<file path="config.mk">
export PLATFORM = sky130hd
export DESIGN_NAME = rf_write_arbiter
export DESIGN_NICKNAME = d
export VERILOG_FILES = /design/src/rtl/rf_write_arbiter.sv
export SDC_FILE = /design/constraint.sdc
export NUM_CORES = 1
export LEC_CHECK = 0
export CAP_MARGIN = 30
export CORE_MARGIN = 8
export CORE_UTILIZATION = 45
export CTS_CLUSTER_DIAMETER = 120
export CTS_CLUSTER_SIZE = 25
export DETAILED_ROUTE_END_ITERATION = 12
export PLACE_DENSITY = 0.83
export SETUP_SLACK_MARGIN = 0.15
export SYNTH_ARGS = -nofsm -noshare
export SYNTH_HDL_FRONTEND = slang
export SYNTH_SLANG_ARGS = --single-unit
export TNS_END_PERCENT = 30
</file>
<file path="constraint.sdc">
create_clock -name CLK -period 3.9 [get_ports CLK]
set_input_delay 0.78 -clock CLK [delete_from_list [all_inputs] [get_ports CLK]]
set_output_delay 0.78 -clock CLK [all_outputs]
set_load 0.02 [all_outputs]
</file>
<file path="src/rtl/rf_write_arbiter.sv">
// rf_write_arbiter
//   Shares the single register-file write port (A3/WD3/WE3) between the
//   pipeline writeback stage and the long-latency MDU result path.
//   MDU results wait in a small FIFO. A 32-entry pending scoreboard records
//   the destinations of in-flight long ops so that issue can be stalled.
//   A starvation counter forces a one-cycle writeback stall when the FIFO
//   head has been blocked by writeback for too long.
//
// Ports
//   CLK, RESET               clock (posedge), asynchronous active-low reset
//   wb_valid/addr/data       writeback stage result
//   mdu_valid/addr/data      MDU result offer; mdu_ready = FIFO not full
//   issue_valid/issue_addr   long op issued; mark destination pending
//   q_addr1/2, q_busy1/2     combinational scoreboard queries
//   wb_stall                 registered one-cycle writeback hold
//   rf_a3/rf_wd3/rf_we3      register file write port
//   waw_err                  sticky: writeback hit a pending register
module rf_write_arbiter #(
    parameter int unsigned DEPTH        = 2,
    parameter int unsigned STARVE_LIMIT = 4
) (
    input  logic        CLK,
    input  logic        RESET,
    input  logic        wb_valid,
    input  logic [4:0]  wb_addr,
    input  logic [31:0] wb_data,
    input  logic        mdu_valid,
    output logic        mdu_ready,
    input  logic [4:0]  mdu_addr,
    input  logic [31:0] mdu_data,
    input  logic        issue_valid,
    input  logic [4:0]  issue_addr,
    input  logic [4:0]  q_addr1,
    input  logic [4:0]  q_addr2,
    output logic        q_busy1,
    output logic        q_busy2,
    output logic        wb_stall,
    output logic [4:0]  rf_a3,
    output logic [31:0] rf_wd3,
    output logic        rf_we3,
    output logic        waw_err
);

    localparam int unsigned PW = (DEPTH > 1) ? $clog2(DEPTH) : 1;
    localparam int unsigned CW = $clog2(DEPTH) + 1;
    localparam int unsigned SW = $clog2(STARVE_LIMIT + 1);

    logic [4:0]    fifo_addr [DEPTH];
    logic [31:0]   fifo_data [DEPTH];
    logic [PW-1:0] wr_ptr;
    logic [PW-1:0] rd_ptr;
    logic [CW-1:0] count;
    logic [SW-1:0] starve_cnt;
    logic [31:0]   pending;
    logic [31:0]   pending_nxt;

    logic        full;
    logic        empty;
    logic        push;
    logic        pop;
    logic        wb_grant;
    logic [4:0]  head_addr;
    logic [31:0] head_data;

    assign full      = (count == CW'(DEPTH));
    assign empty     = (count == '0);
    assign mdu_ready = !full;
    assign push      = mdu_valid && !full;
    assign head_addr = fifo_addr[rd_ptr];
    assign head_data = fifo_data[rd_ptr];

    // Gating with RESET keeps a live wb_valid from reaching the RF while
    // reset is held.
    assign wb_grant  = RESET && wb_valid && !wb_stall && (wb_addr != '0);
    assign pop       = !wb_grant && !empty;

    assign q_busy1 = pending[q_addr1] && (q_addr1 != '0);
    assign q_busy2 = pending[q_addr2] && (q_addr2 != '0);

    // Write port mux: writeback first, then FIFO head; an address-0 head
    // is still popped but never writes.
    always_comb begin
        rf_a3  = '0;
        rf_wd3 = '0;
        rf_we3 = 1'b0;
        if (wb_grant) begin
            rf_a3  = wb_addr;
            rf_wd3 = wb_data;
            rf_we3 = 1'b1;
        end else if (!empty) begin
            rf_a3  = head_addr;
            rf_wd3 = head_data;
            rf_we3 = (head_addr != '0);
        end
    end

    // FIFO storage needs no reset; validity comes from count.
    always_ff @(posedge CLK) begin
        if (push) begin
            fifo_addr[wr_ptr] <= mdu_addr;
            fifo_data[wr_ptr] <= mdu_data;
        end
    end

    always_ff @(posedge CLK or negedge RESET) begin
        if (!RESET) begin
            wr_ptr <= '0;
            rd_ptr <= '0;
            count  <= '0;
        end else begin
            if (push) wr_ptr <= wr_ptr + PW'(1);
            if (pop)  rd_ptr <= rd_ptr + PW'(1);
            unique case ({push, pop})
                2'b10:   count <= count + CW'(1);
                2'b01:   count <= count - CW'(1);
                default: count <= count;
            endcase
        end
    end

    // Clear on pop is applied before set on issue so that a same-cycle
    // set on the popped address survives.
    always_comb begin
        pending_nxt = pending;
        if (pop) pending_nxt[head_addr] = 1'b0;
        if (issue_valid && (issue_addr != '0)) pending_nxt[issue_addr] = 1'b1;
    end

    always_ff @(posedge CLK or negedge RESET) begin
        if (!RESET) begin
            pending <= '0;
            waw_err <= 1'b0;
        end else begin
            pending <= pending_nxt;
            if (wb_grant && pending[wb_addr]) waw_err <= 1'b1;
        end
    end

    // The counter only advances while the head is blocked by writeback.
    // A stall cycle always pops the head, so the counter restarts and the
    // stall cannot repeat back to back.
    always_ff @(posedge CLK or negedge RESET) begin
        if (!RESET) begin
            starve_cnt <= '0;
            wb_stall   <= 1'b0;
        end else begin
            wb_stall <= 1'b0;
            if (empty || pop) begin
                starve_cnt <= '0;
            end else if (wb_grant) begin
                if (starve_cnt == SW'(STARVE_LIMIT - 1)) begin
                    starve_cnt <= '0;
                    wb_stall   <= 1'b1;
                end else begin
                    starve_cnt <= starve_cnt + SW'(1);
                end
            end
        end
    end

endmodule
</file>
-- Word-level counts from Yosys, hierarchy flattened
Memory sizes are Yosys's and may differ from the RTL's.
Cells that the tools add are included.
- add/sub/neg operators: 5
- magnitude comparators: 7
- eq/ne operators: 4
- multiplexer cells: 27
- bitwise gates (word level): 3
- reductions and logical operators: 24
- operators with widths (operator ; number):
    $mux 32 ; 4
    $and 32x32->32 ; 1
    $not 32->32 ; 1
    $or 32x32->32 ; 1
    $lt 5x6->1 const B ; 5
    $reduce_bool 5->1 ; 5
    $bmux 1 s5 ; 3
    $mux 1 ; 12
    $logic_and 1x1->1 ; 11
    $demux 1 s5 ; 2
    $ge 5x1->1 const B ; 2
    $mux 5 ; 2
    $mux 3 ; 3
    $eq 2x2->1 const B ; 2
    $logic_not 1->1 ; 4
    $pmux 2 s2 ; 1
    $reduce_bool 2->1 ; 2
    $add 3x1->3 const B ; 1
    $eq 3x2->1 const B ; 1
    $add 1x1->1 const B ; 2
    $add 2x1->2 const B ; 1
    $eq 2x1->1 const B ; 1
    $logic_not 2->1 ; 1
    $sub 2x1->2 const B ; 1
    $logic_or 1x1->1 ; 1
- bits in registers: 41
- memory bits (writable): 74
- input bits: 94
- output and inout port bits: 43
- word-level logic and storage cells: 79
- memories: 2
- memory list (memory ; words ; width ; read ports ; clocked after memory_dff ; write ports ; line ; source):
    fifo_data ; 2 ; 32 ; 1 ; 0 ; 1 ; 49 ; logic [31:0] fifo_data [DEPTH];
    fifo_addr ; 2 ; 5 ; 1 ; 0 ; 1 ; 48 ; logic [4:0] fifo_addr [DEPTH];

-- Logic depth before layout (Yosys ltp)
An unclocked memory read counts as a cell.
- depth after elaboration: 10
- depth in mapped cells: 10
- gate-level depth less buffers: 8

-- Worst setup path before layout
No wires, ideal clock.
- path kind: input to output
- from: input wb_addr[2]
- to: output rf_wd3[10]
- arrival time: 2564 ps
- required time: 3120 ps
- path slack: 556 ps
- stages: 7
- buffers on the path: 3
- path through: buf_6 > or4_4 > o21ai_2 > o21ai_1 > buf_2 > buf_2 > o21ai_0
- longest elaborated chain between the ends: 3
- ends and longest elaborated chain (element ; line ; source):
    from (decl) ; 25 ; input logic [4:0] wb_addr,
    $reduce_bool 5->1 ; 74 ; assign wb_grant = RESET && wb_valid && !wb_stall && (wb_addr != '0);
    $logic_and 1x1->1 ; 74 ;
    $mux 32 ; 86 ; if (wb_grant) begin
    to (decl) ; 39 ; output logic [31:0] rf_wd3,
Every way passes these cells.

-- Worst setup path after layout
- from: input wb_addr[3]
- to: output rf_wd3[23]
The elaborated chain is that of the path after synthesis.

==> out/results.txt <==
The flow ran to the end, and the final reports show no timing, DRC or antenna violations. The maximum single-stage delay on the critical path is 0.57 ns. The finished layout holds 802 standard cells, fillers aside. The half-perimeter wire length of the detailed placement result was 12,080 um. On the critical path, the stage with the largest delay is an instance of or4_4. The number of inserted filler cells in the final layout came out at 930. In this run the power spent charging and discharging nets is 1.877 mW. Walking the worst path, the cells encountered are clkdlybuf4s50_1, or4_4, o21ai_2, o21ai_2, buf_12, o21ai_0, dlygate4sd2_1.

Ranked by total cell area, the synthesized netlist is headed by edfxtp_1 39%, dfrtp_1 18%, mux2i_1 7.8%. The clock drives 115 sinks. The smallest clock period supported by the final layout is computed as 3.667 ns. For this design the static power due to leakage is 3.474 nW. TritonCTS built the clock tree. The cell that appears most often on the critical path is o21ai_2. For the total number of placement rows, the log shows 41.

The dominant delay contributor by cell family on the critical path was buffers and inverters. Across the run, the number of max-cap violations was 0. The mean routed wirelength per cell works out to 20.32 um.

In this run the mean area of a mapped cell was 12.43 um2. The maximum frequency from static timing analysis is 0.2727 GHz, and the signal arrival time at the worst endpoint is 2.89 ns. Clock network fraction of design power: 29.0%. The fraction of final layout cells sized beyond drive strength 1 was 14.60%.

During placement, the flow inserted port buffers numbering 136. For this run, the number of Yosys warnings is 0. 0 antenna diodes ended up in the layout. Synthesis instantiated 47 different standard cells from the library. The tools report the I/O pin count as 137.

After layout, the worst path uses 94.01% of the clock period. The tools report the largest net degree at the start of global routing as 42. In this run the number of H-tree levels came out at 4.

The number of remaining DRC errors came out at 0. The placeable core region came out at 0.01257 mm2. The longest clock path from root to sink contains 2 buffers. The number of global-route vias before repair is 4,925.

The count of instances resized after the clock tree is built came out at 11. Sequential cells account for 34.5% of the total power. The library cell used most frequently in the layout, excluding fill and tap cells, is clkdlybuf4s50_1.

Setup slack on the worst reg-to-reg path comes out at 1.23 ns. The logic gate share of total power was 36.5%. For the worst setup path, the data required time is 3.12 ns. For the worst-skew pair, the clock arrives at the later sink with an insertion delay of 0.41 ns. The logs give 0 for the final hold violation count and 0 for the count of antenna-violating nets left after detailed routing. The first routing iteration left 373 violations. The peak supply drop was 0.4134 mV. In this run, CTS created clock tree buffers numbering 17.

The first-pass iteration count of the detailed router is 4, and the max-slew violation total from the final report is 0. The normalized max-slew margin was 39.24%; the routed via count was 4,630. The tools report the combined area of all synthesized cells as 0.005769 mm2.

The logs give 0 for the number of buffers inserted by post-CTS setup repair and 0 for the sum of overflow across all layers after global routing. Setup repair after global routing left no endpoint under its margin. The vertical die dimension works out to 129.2 um. The congestion estimate from routability-driven global placement came to 0.8894. Setup violations remaining at the end of the flow were counted as 0.

The fraction of synthesis flops using an asynchronous set or reset pin is 35.65%, and the part of the Yosys area used for sequential elements is 56.30%. The share of Yosys cell area claimed by the top area cell type is 38.52%. Endpoint class of the critical path: a primary output. Summed over all instances, the cell type with the most area after synthesis is edfxtp_1.

The synthesized design contains 115 register bits. For the gate count of the mapped netlist, the log shows 464. The maximum fanout along the worst path is 32.

Net switching share of the total power: 34.05%. Hold repair after CTS inserted 0 buffers. The sort of element at the start of the critical path was an input port. Clock transition at the register clock pins on the worst setup and hold paths after CTS: 0.05 ns.

The net count of the mapped netlist is 560. The area overhead of the layout relative to synthesis works out to 40.66%. The top cell types in the final layout, fill and taps aside, are 96 x clkdlybuf4s50_1, 74 x edfxtp_1, 64 x nand2_1. The first global-routing pass estimated 25,340 um of wire.

The tools report the total track usage as 19.64%. The die is 129.2 um wide. For this run, the post-layout net count is 713.

The class of the most critical setup path is in -> out. For this configuration, the core starts out at a cell density of 45.90%. The most used flip-flop cell after synthesis is edfxtp_1. Using the TritonRoute via totals, the vias-per-cell ratio works out to 5.773. The total buffers and inverters traversed by the critical path is 3, and the number of cells after detailed placement is 770. The slew at the pin closest to its max-slew limit works out to 0.9114 ns. The total wire length came out at 16,300 um.

In this run the worst hold path is classified as reg -> reg. The run gives 5.510 mW as the total power. The floorplan step defined a die boundary enclosing 0.01670 mm2. The tree is rooted in a clkbuf_16.

The synthesized design contains 74 enable-type register cells. The internal portion of the total power is 3.634 mW. The number of antenna violations at the first check in global routing is 0, and the post-route clock skew is 0.01225 ns. The power per cell area came out at 679.0 mW/mm2.
-- final cells by class --
| cell class | instances | area, um2 | area share [%] |
|---|---|---|---|
| inverter | 25 | 93.84 | 1.156 |
| clock inverter | 10 | 157.7 | 1.943 |
| sequential | 115 | 3249 | 40.04 |
| tap | 172 | 215.2 | 2.652 |
| clock buffer | 22 | 454.2 | 5.597 |
| multi-input combinational | 297 | 2307 | 28.43 |
| timing repair buffer | 161 | 1638 | 20.18 |
-- cells by family (layout without fill, tap and decap cells) --
group                      Yosys count  in the layout  synth area share, %
DFF                                115            115                56.30
and+or+nand+nor                    112            112                9.261
AOI/OAI and AO/OA                  105            105                12.15
muxes                               73             73                17.18
buffers and inverters               52            218                3.925
xor gates and xnor gates             5              5               0.7590
adders and majority gates            2              2               0.4337
-- flip-flops by register name, summed over array words and instances, names as in the netlist --
name        count
rd_ptr          1
starve_cnt      3
wr_ptr          1
count           2
fifo_data      64
waw_err         1
wb_stall        1
pending        32
fifo_addr      10
-- cells in the mapped netlist, types with 7 or more instances --
cell,instances
edfxtp_1,74
nand2_1,64
o21ai_0,48
mux2i_1,45
dfrtp_1,41
inv_1,25
mux4_2,20
o221ai_1,16
nand3_1,15
o41ai_1,15
clkbuf_1,14
nor2_1,11
mux2_2,8
buf_2,7
-- power by group through the flow --
stage          clock network (mW)  registers [mW]  logic (mW)
6_report                     1.60            1.90        2.01
5_1_grt                      1.67            1.93        2.15
4_1_cts                      1.61            1.90        2.05
2_1_floorplan                   0            1.78        1.27
3_5_place_dp                    0            1.91        2.07
3_3_place_gp                    0            1.88        2.01
-- path summary, 6_finish.rpt --
path / from / end / cells after the start
max in group asynchronous: RESET / rd_ptr / 2
min reg2reg: starve_cnt[2] / wb_stall / 1
max reg2reg: rd_ptr / pending[30] / 4
min: starve_cnt[2] / wb_stall / 1
min in group asynchronous: RESET / pending[31] / 2
max: wb_addr[3] / rf_wd3[23] / 7
-- metal layers --
metal | track usage, % | wire, um | vias up
li1 | - | - | 2089
met1 | 21.86 | 6110 | 2261
met2 | 32.63 | 8061 | 250
met3 | 7.765 | 1712 | 30
met4 | 8.846 | 412 | 0
met5 | 0 | 0 | -
-- per-stage QoR --
stage          setup slack (ns)  hold slack, ns  utilization, %  setup TNS, ns  instance area, um2
5_1_grt                  0.1764          0.4541           64.57              0                8115
3_5_place_dp           -0.04996          0.4377           59.25       -0.05321                7447
2_1_floorplan            0.5559          0.4105               -              0                5769
6_report                 0.2334          0.4413           64.57              0                8115
3_3_place_gp            0.08831          0.4216           59.25              0                7447
4_1_cts                 0.04859          0.4454           64.01              0                8045
-- worst reg2reg max path, stage by stage (launching register included) --
cell and delay [ns]:
dfrtp_2 0.73, mux2i_1 0.74, nand2_1 0.45, o41ai_1 0.46, o21ai_0 0.14
Power figures use the tool's default switching activity.
